==> config.mk <==
export PLATFORM = sky130hd
export DESIGN_NAME = rms_norm_stream_ctrl_flat
export DESIGN_NICKNAME = d
export VERILOG_FILES = /design/src/rtl/rms_norm_stream_ctrl_pkg.sv /design/src/rtl/rms_norm_stream_ctrl_if.sv /design/src/rtl/rms_norm_stream_ctrl.sv /design/src/flat_wrapper.sv
export SDC_FILE = /design/constraint.sdc
export NUM_CORES = 1
export LEC_CHECK = 0
export BUFFER_PORTS_ARGS = -buffer_cell sky130_fd_sc_hd__buf_4
export CELL_PAD_IN_SITES_DETAIL_PLACEMENT = 1
export CELL_PAD_IN_SITES_GLOBAL_PLACEMENT = 1
export CORE_AREA = 4 4 216 218
export DETAILED_ROUTE_END_ITERATION = 8
export DIE_AREA = 0 0 220 222
export HOLD_SLACK_MARGIN = 0.08
export PLACE_DENSITY = 0.7
export RECOVER_POWER = 100
export SYNTH_ARGS = -nofsm -noshare
export SYNTH_HDL_FRONTEND = slang
export SYNTH_SLANG_ARGS = --single-unit
==> constraint.sdc <==
create_clock -name clk -period 32.5 [get_ports clk]
set_clock_uncertainty 0.15 [all_clocks]
set_input_delay 1.625 -clock clk [delete_from_list [all_inputs] [get_ports clk]]
set_output_delay 1.625 -clock clk [all_outputs]
set_load 0.02 [all_outputs]
==> src/rtl/rms_norm_stream_ctrl_pkg.sv <==
// Shared fixed-point definitions for the RMS-norm datapath and its stream controller.
package rms_norm_stream_ctrl_pkg;

    localparam int FXP_N     = 16;
    localparam int ARR_WIDTH = 8;
    localparam int TIMEOUT   = 1024;

    typedef logic signed [FXP_N-1:0]    fxp_t;
    typedef logic [ARR_WIDTH-1:0][FXP_N-1:0] vec_t;

endpackage

==> src/rtl/rms_norm_stream_ctrl_if.sv <==
// Stream-in, engine start/done and stream-out signals of the RMS-norm stream controller.
interface rms_norm_stream_ctrl_if #(
    parameter int ARR_WIDTH = rms_norm_stream_ctrl_pkg::ARR_WIDTH,
    parameter int FXP_N     = rms_norm_stream_ctrl_pkg::FXP_N
);
    logic signed [FXP_N-1:0]           in_data;
    logic                              in_valid;
    logic                              in_ready;
    logic [ARR_WIDTH-1:0][FXP_N-1:0]   scale_arr;

    logic                              norm_start;
    logic                              norm_enable;
    logic [ARR_WIDTH-1:0][FXP_N-1:0]   norm_in_arr;
    logic [ARR_WIDTH-1:0][FXP_N-1:0]   norm_scale_arr;
    logic [ARR_WIDTH-1:0][FXP_N-1:0]   norm_out_arr;
    logic                              norm_done;

    logic [FXP_N-1:0]                  out_data;
    logic                              out_valid;
    logic                              out_ready;
    logic                              out_last;
    logic                              err;

    // controller side
    modport slave (
        input  in_data, in_valid, scale_arr, norm_out_arr, norm_done, out_ready,
        output in_ready, norm_start, norm_enable, norm_in_arr, norm_scale_arr,
               out_data, out_valid, out_last, err
    );

    // environment side: upstream source, engine and downstream sink
    modport master (
        output in_data, in_valid, scale_arr, norm_out_arr, norm_done, out_ready,
        input  in_ready, norm_start, norm_enable, norm_in_arr, norm_scale_arr,
               out_data, out_valid, out_last, err
    );
endinterface

==> src/rtl/rms_norm_stream_ctrl.sv <==
// Packs a stream of elements into a vector, launches the norm engine, and streams the
// captured result back out. Elements pass through bit-exact.
module rms_norm_stream_ctrl
    import rms_norm_stream_ctrl_pkg::*;
#(
    parameter int ARR_WIDTH = rms_norm_stream_ctrl_pkg::ARR_WIDTH,
    parameter int FXP_N     = rms_norm_stream_ctrl_pkg::FXP_N,
    parameter int TIMEOUT   = rms_norm_stream_ctrl_pkg::TIMEOUT
) (
    input logic                   clk,
    input logic                   rst,
    rms_norm_stream_ctrl_if.slave bus
);
    localparam int IW = $clog2(ARR_WIDTH);
    localparam int CW = $clog2(TIMEOUT);
    localparam logic [IW-1:0] LAST  = IW'(ARR_WIDTH - 1);
    localparam logic [CW-1:0] TLAST = CW'(TIMEOUT - 1);

    typedef enum logic [1:0] {S_FILL, S_LAUNCH, S_WAIT, S_DRAIN} state_t;

    state_t                          state_q, state_d;
    logic [IW-1:0]                   idx_q;
    logic [CW-1:0]                   tcnt_q;
    logic [ARR_WIDTH-1:0][FXP_N-1:0] in_arr_q, scale_q, outbuf_q;
    logic                            err_q;

    always_ff @(posedge clk or posedge rst) begin
        if (rst) state_q <= S_FILL;
        else     state_q <= state_d;
    end

    always_comb begin
        state_d = state_q;
        case (state_q)
            S_FILL:   if (bus.in_valid && idx_q == LAST) state_d = S_LAUNCH;
            S_LAUNCH: state_d = S_WAIT;
            S_WAIT: begin
                if (bus.norm_done)        state_d = S_DRAIN;
                else if (tcnt_q == TLAST) state_d = S_FILL;
            end
            S_DRAIN:  if (bus.out_ready && idx_q == LAST) state_d = S_FILL;
            default:  state_d = S_FILL;
        endcase
    end

    always_comb begin
        bus.in_ready    = (state_q == S_FILL);
        bus.norm_start  = (state_q == S_LAUNCH);
        bus.norm_enable = (state_q == S_LAUNCH) || (state_q == S_WAIT);
        bus.out_valid   = (state_q == S_DRAIN);
        bus.out_last    = (state_q == S_DRAIN) && (idx_q == LAST);
        // buffer resets to zero and idx to 0, so out_data reads 0 out of reset
        bus.out_data    = outbuf_q[idx_q];
    end

    // Datapath: slot index, timeout counter and vector registers.
    always_ff @(posedge clk or posedge rst) begin
        if (rst) begin
            idx_q    <= '0;
            tcnt_q   <= '0;
            in_arr_q <= '0;
            scale_q  <= '0;
            outbuf_q <= '0;
            err_q    <= 1'b0;
        end else begin
            case (state_q)
                S_FILL: if (bus.in_valid) begin
                    in_arr_q[idx_q] <= bus.in_data;
                    if (idx_q == '0) scale_q <= bus.scale_arr;
                    idx_q <= (idx_q == LAST) ? '0 : idx_q + 1'b1;
                end
                S_LAUNCH: tcnt_q <= '0;
                S_WAIT: begin
                    if (bus.norm_done) begin
                        outbuf_q <= bus.norm_out_arr;
                    end else if (tcnt_q == TLAST) begin
                        // abandon this vector; operands are overwritten by the next fill
                        err_q <= 1'b1;
                        idx_q <= '0;
                    end else begin
                        tcnt_q <= tcnt_q + 1'b1;
                    end
                end
                S_DRAIN: if (bus.out_ready) idx_q <= (idx_q == LAST) ? '0 : idx_q + 1'b1;
                default: ;
            endcase
        end
    end

    assign bus.norm_in_arr    = in_arr_q;
    assign bus.norm_scale_arr = scale_q;
    assign bus.err            = err_q;

endmodule

==> src/flat_wrapper.sv <==
// flat-port wrapper written by rule: the top's interface ports become plain ports
module rms_norm_stream_ctrl_flat import rms_norm_stream_ctrl_pkg::*;
#(
    parameter int ARR_WIDTH = rms_norm_stream_ctrl_pkg::ARR_WIDTH,
    parameter int FXP_N     = rms_norm_stream_ctrl_pkg::FXP_N,
    parameter int TIMEOUT   = rms_norm_stream_ctrl_pkg::TIMEOUT
)
  (clk, rst, bus_in_data, bus_in_valid, bus_scale_arr, bus_norm_out_arr, bus_norm_done, bus_out_ready, bus_in_ready, bus_norm_start, bus_norm_enable, bus_norm_in_arr, bus_norm_scale_arr, bus_out_data, bus_out_valid, bus_out_last, bus_err);
  rms_norm_stream_ctrl_if #(.ARR_WIDTH(ARR_WIDTH), .FXP_N(FXP_N)) bus_i ();
  input logic clk;
  input logic rst;
  input wire logic [$bits(bus_i.in_data)-1:0] bus_in_data;
  input wire logic [$bits(bus_i.in_valid)-1:0] bus_in_valid;
  input wire logic [$bits(bus_i.scale_arr)-1:0] bus_scale_arr;
  input wire logic [$bits(bus_i.norm_out_arr)-1:0] bus_norm_out_arr;
  input wire logic [$bits(bus_i.norm_done)-1:0] bus_norm_done;
  input wire logic [$bits(bus_i.out_ready)-1:0] bus_out_ready;
  output wire logic [$bits(bus_i.in_ready)-1:0] bus_in_ready;
  output wire logic [$bits(bus_i.norm_start)-1:0] bus_norm_start;
  output wire logic [$bits(bus_i.norm_enable)-1:0] bus_norm_enable;
  output wire logic [$bits(bus_i.norm_in_arr)-1:0] bus_norm_in_arr;
  output wire logic [$bits(bus_i.norm_scale_arr)-1:0] bus_norm_scale_arr;
  output wire logic [$bits(bus_i.out_data)-1:0] bus_out_data;
  output wire logic [$bits(bus_i.out_valid)-1:0] bus_out_valid;
  output wire logic [$bits(bus_i.out_last)-1:0] bus_out_last;
  output wire logic [$bits(bus_i.err)-1:0] bus_err;
  assign bus_i.in_data = bus_in_data;
  assign bus_i.in_valid = bus_in_valid;
  assign bus_i.scale_arr = bus_scale_arr;
  assign bus_i.norm_out_arr = bus_norm_out_arr;
  assign bus_i.norm_done = bus_norm_done;
  assign bus_i.out_ready = bus_out_ready;
  assign bus_in_ready = bus_i.in_ready;
  assign bus_norm_start = bus_i.norm_start;
  assign bus_norm_enable = bus_i.norm_enable;
  assign bus_norm_in_arr = bus_i.norm_in_arr;
  assign bus_norm_scale_arr = bus_i.norm_scale_arr;
  assign bus_out_data = bus_i.out_data;
  assign bus_out_valid = bus_i.out_valid;
  assign bus_out_last = bus_i.out_last;
  assign bus_err = bus_i.err;
  rms_norm_stream_ctrl #(.ARR_WIDTH(ARR_WIDTH), .FXP_N(FXP_N), .TIMEOUT(TIMEOUT)) u_core (.clk(clk), .rst(rst), .bus(bus_i));
endmodule
==> run metrics <==
post-CTS setup buffer count=0; Global Route Usage Sum=0.205; Inst Count DP=~2100; post-synthesis xor/xnor area fraction=0.000538; global route overflow=0; flops & latches, synth=400; VDD IR-drop max=0.0517 mV; mux contribution to synthesized area=0.314; Synth Warn #=0; simple-gate share of the synthesized area=0.0303; CTS tree=yes; CORE AREA=around 0.045 mm2; power share of the combinational group=0.404; Slew @ Worst Pin=~7.8 ns; largest family of logic cells by synthesized area=multiplexers; complex-gate fraction of the synthesized area=0.0118; Leakage=~9.6 nW; Fin Hold WS=between 0.3 and 0.4 ns; Final Max Tran Viols=between 700 and 800; Core Util, Final=0.473; post-synth top area cell=dfrtp_1; routability congestion estimate=between 0.8 and 0.9; Layout Nets=roughly 1900; ys async rst share=1.00; sequential share of power=0.382; post-route insts no fill=approximately 2200; Die Height=approximately 220 um; library cells used by synthesis=between 40 and 50; Clock Power Share=0.214; Final TNS setup=0 ns; Post-synth top cells=dfrtp_1 (400), mux2_2 (375), nand2_1 (55); Startpoint Class=input pin; Fillers=4748; hold-fix buffer count after cts=0; Post-synth EDFFs=0; area added between synthesis and finish=30.5%; CTS resizes=0; Hold Crit Class=flip-flop to flip-flop; count of final setup violators=0; DR pass1 iterations=4; Mapped Cells=a little over 1000; syn_area_per_cell=around 16 um2; Num CTS Buffers=45; IO Count=between 500 and 600; Max Cap Violations=11; switching power=approximately 900 uW; die width=around 220 um; Final period util=0.372; status=finished, violations left; failing checks=capacitance limit, slew limit; Synth top area share=0.615; Adder-Cell Fraction of Synth Area=0.00692; clock latency on the worst-skew pair=between 0.5 and 0.6 ns; CTS Sinks=400; clock tree buffer depth=3; RSZ-0062 raised after global routing=false; # port buffers=~550; clk slew on worst S/H paths=roughly 0.060 ns; Post-DRT Antenna Nets=0; vias in the first global route=11900; total die area=just under 0.05 mm2; Int Pwr=1.43 mW; top-count cell post-synth=dfrtp_1; initial antenna violation count=9; H-tree Lvls=2; sequential-to-total area share from yosys stat=0.615; Fin. Hold Viols=0; drt via density=4.90; Root Buffer=clkbuf_16; first-pass GRT wire length=about 76 mm; switching share of power=0.383; worst-path maximum fanout=151; synth top area cells=dfrtp_1 (62%), mux2_2 (26%), mux4_2 (4.4%); relative slew slack=-4.22; # rows=between 70 and 80; Req. time, crit path=~31 ns; fmax=82.8 MHz; Avg WL per Cell=around 24 um; top_reg_cell synth=dfrtp_1; syn nets=around 1300; Setup CP Type=input pin to asynchronous set/reset pin; Critical Path AT=10.66 ns; vias=10800; drt drc=0; overall routed net length=52.0 mm; initial core utilization=0.362; Cell Area, Synth=0.0163 mm2; Worst setup EP type=asynchronous set/reset pin; share of layout cells above drive strength 1=0.468; pwr/cell area=110 mW/mm2; Final min period=12.08 ns; Iter 0 DRT Violations=about 500; Detailed Place HPWL=38.0 mm; largest net degree at the start of global routing=~150
## critical path, cell delays in order
cell	delay [ns]
clkbuf_4	0.11
clkinvlp_2	2.97
clkbuf_1	5.66
## area by class of cell
cell class	count	area, um2	area share
antenna	4	10.0	0.000471
clock buffer	75	1400	0.0660
clock inverter	6	40.0	0.00189
inverter	12	48.8	0.00230
multi-input combinational	550	5830	0.274
sequential	400	10000	0.471
tap	600	751	0.0354
timing repair buffer	562	3150	0.148
## registers in the layout (all words and copies together), names as in the netlist
name                       flops
u_core.tcnt_q                 10
u_core.outbuf_q              128
u_core.bus.norm_in_arr       128
u_core.state_q                 2
u_core.bus.norm_scale_arr    128
u_core.idx_q                   3
u_core.bus.err                 1
## metal layers
metal	global-route usage	routed length [um]
met1	0.242	20100
met2	0.352	26400
met3	0.0710	4190
met4	0.0644	1170
met5	0	72
## power by group through the flow
| stage | Clock (mW) | Sequential [mW] | Combinational, mW |
|---|---|---|---|
| after floorplan | 0 | 1.05 | 0.458 |
| after global placement | 0 | 0.886 | 1.08 |
| after detailed placement | 0 | 0.900 | 1.11 |
| after CTS | 0.512 | 0.894 | 1.11 |
| after global routing | 0.534 | 0.917 | 1.01 |
| final | 0.497 | 0.888 | 0.940 |
## metrics by stage
step | area (um2) | total power, mW | worst slack, ns
floorplan | 16300 | 1.51 | 19.60
detailed placement | 21000 | 2.01 | 28.11
CTS | 22400 | 2.51 | 27.87
global placement | 21000 | 1.97 | 28.17
global route | 21200 | 2.46 | 18.02
finish | 21200 | 2.33 | 20.42
## path summary, 6_finish.rpt
| kind | cells past startpoint | endpoint | from | slack, ns |
|---|---|---|---|---|
| min in group asynchronous | 2 | u_core.bus.norm_scale_arr[96]$_DFFE_PP0P_ | rst | 2.58 |
| max reg2reg | 6 | u_core.bus.norm_scale_arr[121]$_DFFE_PP0P_ | u_core.idx_q[0]$_DFFE_PP0P_ | 23.33 |
| max in group clk | 6 | u_core.bus.norm_scale_arr[121]$_DFFE_PP0P_ | u_core.idx_q[0]$_DFFE_PP0P_ | 23.33 |
| min reg2reg | 2 | u_core.bus.err$_DFFE_PP0P_ | u_core.bus.err$_DFFE_PP0P_ | 0.33 |
| min | 2 | u_core.bus.err$_DFFE_PP0P_ | u_core.bus.err$_DFFE_PP0P_ | 0.33 |
| max | 3 | u_core.bus.norm_in_arr[121]$_DFFE_PP0P_ | rst | 20.42 |
## cell families after synthesis
| group | after synthesis |
|---|---|
| and+or+nand+nor | 96 |
| DFF | 400 |
| buffers and inverters | 63 |
| xor gates and xnor gates | 1 |
| AOI/OAI and AO/OA | 26 |
| muxes | 418 |
| adders and majority gates | 9 |
## cell usage in the layout (no fill, tap or decap), types with 2 or more instances in the layout
cell,netlist,final
dfrtp_1,400,400
mux2_2,375,373
clkbuf_1,3,302
buf_4,4,275
nand2_1,55,55
clkbuf_16,0,47
mux4_2,32,32
mux2_1,0,12
clkbuf_8,0,12
inv_1,11,10
ha_1,9,9
nand3_1,5,8
nor2_1,6,6
o21ai_0,6,6
diode_2,0,4
and3_1,4,4
a31oi_1,4,4
a21oi_1,4,4
nor3_1,3,4
nand2b_1,3,3
a22o_1,3,3
clkinv_2,0,3
and2b_1,2,2
and2_1,2,2
o31ai_1,1,2
o211ai_1,2,2
or4_1,2,2
o211a_1,2,2
or3_1,2,2
nand4_1,1,2
Power figures use the tool's default switching activity.
